===== src/rtl/rr_mux8_arbiter.sv =====
// Eight-channel round-robin arbiter driving a shared 1-bit mux.
// The current owner keeps the mux for at most MAX_HOLD consecutive cycles.
//
// state | meaning
// ------+--------------------------------------------
// IDLE  | no owner; gnt=0, busy=0, sel holds last index
// GRANT | one owner (sel); hcnt counts cycles held
module rr_mux8_arbiter #(
    parameter int MAX_HOLD = 4
) (
    input  logic       clk,
    input  logic       rst,
    input  logic [7:0] req,
    input  logic [7:0] din,
    output logic [7:0] gnt,
    output logic [2:0] sel,
    output logic       busy,
    output logic       y
);

    typedef enum logic {IDLE, GRANT} state_t;

    localparam logic [3:0] HOLD_LAST = 4'(MAX_HOLD - 1);

    state_t     state, state_n;
    logic [2:0] ptr, ptr_n;
    logic [3:0] hcnt, hcnt_n;
    logic [7:0] gnt_n;
    logic [2:0] sel_n;
    logic       busy_n;

    logic [2:0] search_start;
    logic       hit;
    logic [2:0] win;
    logic       rotate;

    // First requester at or after start, wrapping through all eight channels.
    function automatic logic [3:0] rr_search(input logic [7:0] r, input logic [2:0] start);
        logic       found;
        logic [2:0] idx;
        logic [2:0] c;
        found = 1'b0;
        idx   = start;
        for (int i = 0; i < 8; i++) begin
            c = start + 3'(i);
            if (!found && r[c]) begin
                found = 1'b1;
                idx   = c;
            end
        end
        return {found, idx};
    endfunction

    always_ff @(posedge clk) begin
        if (rst) begin
            state <= IDLE;
            ptr   <= 3'd0;
            hcnt  <= 4'd0;
            gnt   <= 8'd0;
            sel   <= 3'd0;
            busy  <= 1'b0;
        end else begin
            state <= state_n;
            ptr   <= ptr_n;
            hcnt  <= hcnt_n;
            gnt   <= gnt_n;
            sel   <= sel_n;
            busy  <= busy_n;
        end
    end

    // A release or timeout moves the pointer past the owner before searching.
    assign rotate       = (state == GRANT) && (!req[sel] || hcnt == HOLD_LAST);
    assign search_start = rotate ? sel + 3'd1 : ptr;
    assign {hit, win}   = rr_search(req, search_start);

    always_comb begin
        state_n = state;
        ptr_n   = ptr;
        hcnt_n  = hcnt;
        gnt_n   = gnt;
        sel_n   = sel;
        busy_n  = busy;
        case (state)
            IDLE: begin
                if (hit) begin
                    state_n = GRANT;
                    gnt_n   = 8'd1 << win;
                    sel_n   = win;
                    busy_n  = 1'b1;
                    hcnt_n  = 4'd0;
                end
            end
            GRANT: begin
                if (rotate) begin
                    ptr_n  = sel + 3'd1;
                    hcnt_n = 4'd0;
                    if (hit) begin
                        gnt_n = 8'd1 << win;
                        sel_n = win;
                    end else begin
                        state_n = IDLE;
                        gnt_n   = 8'd0;
                        busy_n  = 1'b0;
                    end
                end else begin
                    hcnt_n = hcnt + 4'd1;
                end
            end
            default: begin
                state_n = IDLE;
                gnt_n   = 8'd0;
                busy_n  = 1'b0;
            end
        endcase
    end

    assign y = busy ? din[sel] : 1'b0;

endmodule


===== config.mk =====
export PLATFORM = sky130hd
export DESIGN_NAME = rr_mux8_arbiter
export DESIGN_NICKNAME = d
export VERILOG_FILES = /design/src/rtl/rr_mux8_arbiter.sv
export SDC_FILE = /design/constraint.sdc
export NUM_CORES = 1
export LEC_CHECK = 0
export ABC_AREA = 1
export CAP_MARGIN = 20
export CELL_PAD_IN_SITES_DETAIL_PLACEMENT = 0
export CELL_PAD_IN_SITES_GLOBAL_PLACEMENT = 1
export CORE_MARGIN = 2
export CORE_UTILIZATION = 38
export DETAILED_ROUTE_END_ITERATION = 8
export PLACE_DENSITY_LB_ADDON = 0.1
export SYNTH_ARGS = -nofsm -noshare
export SYNTH_HDL_FRONTEND = slang
export SYNTH_SLANG_ARGS = --single-unit

===== constraint.sdc =====
create_clock -name clk -period 4.9 [get_ports clk]
set_input_delay 0.98 -clock clk [delete_from_list [all_inputs] [get_ports clk]]
set_output_delay 0.98 -clock clk [all_outputs]
set_load 0.02 [all_outputs]

-- Word level (Yosys, flattened, before mapping)
Cells that the tools add are included.
- bits in registers: 20
- output and inout bits: 13
- $add $sub $neg: 9
- magnitude comparators: 9
- eq/ne operators: 4
- shifts and indexed selects: 1
- mux-type cells: 54
- bitwise operators: 1
- reduce and logical (&&, ||, !) cells: 19
- operators by type and width (kind ; count):
    $lt 3x4->1 const B ; 9
    $bmux 1 s3 ; 10
    $mux 3 ; 10
    $mux 1 ; 24
    $mux 8 ; 3
    $pmux 8 s2 ; 1
    $add 3x3->3 const B ; 4
    $logic_and 1x1->1 ; 8
    $logic_not 1->1 ; 8
    $mux 4 ; 2
    $pmux 4 s2 ; 1
    $shl 1x3->8 const A ; 1
    $add 3x1->3 const B ; 2
    $add 3x2->3 const B ; 2
    $pmux 3 s2 ; 1
    $add 4x1->4 const B ; 1
    $eq 4x2->1 const B ; 1
    $ne 2x2->1 const B ; 2
    $pmux 1 s2 ; 2
    $reduce_and 3->1 ; 1
    $ne 2x1->1 const B ; 1
    $reduce_and 2->1 ; 1
    $logic_or 1x1->1 ; 1
    $not 1->1 ; 1

-- Longest topological paths before layout
- depth after elaboration: 34
- mapped depth: 29
- mapped depth without buffers: 29

-- Worst setup path after synthesis
OpenSTA, ideal clock, no wires.
- path type: input-to-reg
- start: input port req[7]
- end: register busy
- arrival time: 3.641 ns
- slack: 1.142 ns
- cell stages on the path: 24
- buffers on the path: 1
- path through: inv_1 -> nand2_2 -> nand3_2 -> nand3_2 -> nand3_4 -> nand2_8 -> nand2_8 -> nand2_2 -> ha_1 -> buf_2 -> inv_1 -> nand3_1 -> nand2_1 -> nand2_1 -> o21ai_2 -> inv_2 -> nor2_8 -> nand4_4 -> nor2_2 -> ha_1 -> inv_1 -> nor2_1 -> o221ai_1 -> inv_1
- cells in the longest elaborated chain, start to end: 32
- ends and longest elaborated chain (element ; line ; source):
    start, declared ; 13 ; input logic [7:0] req,
    branches (longest 31 deep; another with $add 3x1->3) ; -- ;
    $reduce_and 3->1 (no source line) * ; -- ;
    end signal, assigned ; 68 ; busy <= busy_n;
    end, declared ; 17 ; output logic busy,
Mark *: on every way between the ends. The select of a mux whose other input is x is not followed.
A chain may end at the register's enable or synchronous reset.

-- Worst setup path after layout
- start: input port req[5]
- end: register hcnt[3]
- cells in the longest elaborated chain, start to end: 31
- ends and longest elaborated chain (element ; line ; source):
    branches (longest 31 deep; another with $add 3x1->3) ; -- ;
    end signal, assigned ; 65 ; hcnt <= hcnt_n;
    end, declared ; 27 ; logic [3:0] hcnt, hcnt_n;
Parallel ways; which one is timed is not known. The select of a mux whose other input is x is not followed.

==> flow_summary.ini <==
[grt]
grt_antenna_before_repair = 0
grt_start_max_net_pins = 17
grt_pass1_vias = 2079
grt_pass1_wl_mm = 9.60
gr-total-overflow = 0
grt.total_usage = 0.191

[floorplan]
die_h_um = 78.7
die_w_um = 78.7
io_pins = 31
coreArea_mm2 = 0.00544
rows = 27
die_area_mm2 = 0.00619
start_util = 0.389

[setup_path]
critPathMaxFanout = 16
path_cells = clkdlybuf4s50_1 > inv_1 > nand2_1 > nand3_1 > nand3_2 > nand3_4 > nand2_8 > nand2_8 > nand2_2 > ha_1 > inv_1 > nand3_1 > nand2_1 > nand2_1 > o21ai_2 > inv_2 > nor2_8 > nand4_4 > nor2_2 > ha_1 > nor2_1 > nand3_1 > xor2_1 > nor2_1
arrival_ps = 4430
crit_path_max_incr_delay_ps = 440
path_buf_inv = 4
crit_slowest_cell = clkdlybuf4s50_1
cp-start-kind = input port
critPathRequiredTime_ps = 5040
critPathKind = input port to register
cp_top_family = simple AND/OR/NAND/NOR gates
end_kind = register

[yosys]
yosys.area_share.adder = 0.0295
synth_flop_cell = dfxtp_1
yosysWarnings = 0
synth_compound_area_frac = 0.0738
ys_seq_elements = 20
synth_top_family_by_area = simple AND/OR/NAND/NOR gates
synth_xor_area_frac = 0.0165
netlist_area_mm2 = 0.00212
synth_edf_count = 0
synthesis.nets = 364
synthMuxAreaShare = 0
synthCells = 341
ys_types = 37
synthArstFlopShare = 0
ys_seq_area_frac = 0.189
avgSynthCellArea_um2 = 6.21
synthSimpleGateAreaFrac = 0.582

[power_and_ir_drop]
p_leak_nw = 1.19
finalPower_mw = 1.89
max-vdd-ir-drop_mv = 0.229
power.density_mw_per_mm2 = 741

[cts]
cts_setup_buffers = 0
cts_max_level = 1
cts_buffer_depth = 2
clk_pin_slew_ps = 80
cts_tree = built
cts_resized = 0
cts_root_buf = clkbuf_8
cts_buffers = 3
cts-hold-fix-buffers = 0
clock_sinks = 20
insertion_delay_ps = 260

[timing]
relSlewSlack = 0.647
setup-tns-final_ps = 0
finalWorstSetupSlack_ps = 613
setup_violations = 0
rsz0062_at_grt = no
clock_skew_ps = 1.83
worst_slew_pin_slew_ps = 529
min_period_over_period = 0.875
finalHoldViolCount = 0
slew_viol_final = 0
fin_hold_ws_ps = 464
maxClockFrequency_mhz = 233
period_minus_slack_ps = 4290

[placed_design]
dp_cells = 441
portBuffers = 30
placed_cell_area_mm2 = 0.00249
place.gp.congestion = 0.836
dp_slack_ps = 373
hpwl_mm = 4.47

[route]
vias = 2252
ant_nets = 0
drt_iter0_drc = 157
wire_per_inst_um = 12.4
finalWirelength_mm = 5.53
first_pass_iters = 4
drc = 0
vias_per_cell = 5.06

[outcome]
status = finished, final reports clean

[finish]
final_core_util = 0.468
diodes = 0
final_cells = 445
drive_gt1_frac = 0.145
syn2layout_area_growth_pct = 20.1
stdcell_area_mm2 = 0.00254
fin_nets = 397

[min_path]
hold_path.class = register to register

[flow_run]
cap_violations = 0
==> state kept, by name, summed over array words and instances, names as in the netlist <==
name and count:
ptr 3, state 1, hcnt 4, sel 3
gnt 8, busy 1
==> worst register-to-register path, cell delays in order (launching register included) <==
cell and delay (ps):
dfxtp_1 530, inv_1 170, nand3_1 150, nand3_2 100
nand3_4 170, nand2_8 110, nand2_8 140, nand2_2 100
ha_1 320, inv_1 220, nand3_1 110, nand2_1 130
nand2_1 80, o21ai_2 90, inv_2 90, nor2_8 150
nand4_4 110, nor2_2 170, ha_1 240, nor2_1 80
nand3_1 90, xor2_1 150, nor2_1 60
==> routing by layer <==
layer	global-route usage	vias to the layer above	routed length, um	part of all wire
li1	-	1195	-	-
met1	0.274	990	2780	0.50
met2	0.306	59	2450	0.44
met3	0.0310	8	248	0.045
met4	0.0298	0	51	0.0092
met5	0	-	0	0
==> cells in the mapped netlist (5+ instances only) <==
cell type  number  share of area
nand3_2         8          0.038
dfxtp_1        20           0.19
o21ai_0        10          0.024
nand2_2        12          0.035
a21oi_1        12          0.028
nand2_1        85           0.15
nand4_1         5          0.015
nand3_1        81           0.19
inv_1          36          0.064
ha_1            5          0.030
nor2_1         23          0.041
==> layout make-up <==
class,instances,area [um2]
clock buffer,4,55.1
fill,591,2890
tap,72,90.1
timing repair buffer,37,353
inverter,42,160
multi-input combinational,270,1490
sequential,20,400
==> kinds of logic (layout without fill, tap and decap cells) <==
kind of cell               count (synthesis)  in the layout
adders and majority gates                  5              5
buffers and inverters                     51             83
and+or+nand+nor                          233            233
xor gates and xnor gates                   4              4
DFF                                       20             20
AOI/OAI and AO/OA                         28             28
==> power by group <==
part	switching, mW	total (mW)	internal [mW]
Clock	0.0565	0.128	0.0716
Sequential	0.0372	0.239	0.201
Combinational	1.02	1.52	0.497
Total	1.12	1.89	0.770
==> path summary, 6_finish.rpt <==
path	start	endpoint	slack [ps]	cells after the start
setup / recovery	req[5]	hcnt[3]	610	24
hold / removal	gnt[3]	gnt[3]	460	2
setup reg to reg	sel[1]	hcnt[3]	1240	22
hold reg to reg	gnt[3]	gnt[3]	460	2
==> cells in the final DEF, fill, tap and decap left out, types with 2 or more instances in the layout <==
master and count:
ha_1 5, nor2_1 23, nand2_1 85, xnor2_1 2, nand2_2 12, nand4_1 5, buf_4 7, nand3_4 3
dfxtp_1 20, inv_1 36, o21ai_0 10, a21oi_1 12, inv_2 4, clkbuf_8 4, nand3_2 8, nor2_2 4
nand3_1 81, nand2_8 2, xor2_1 2, clkdlybuf4s50_1 30, nand2_4 3
Power figures use the tool's default switching activity.
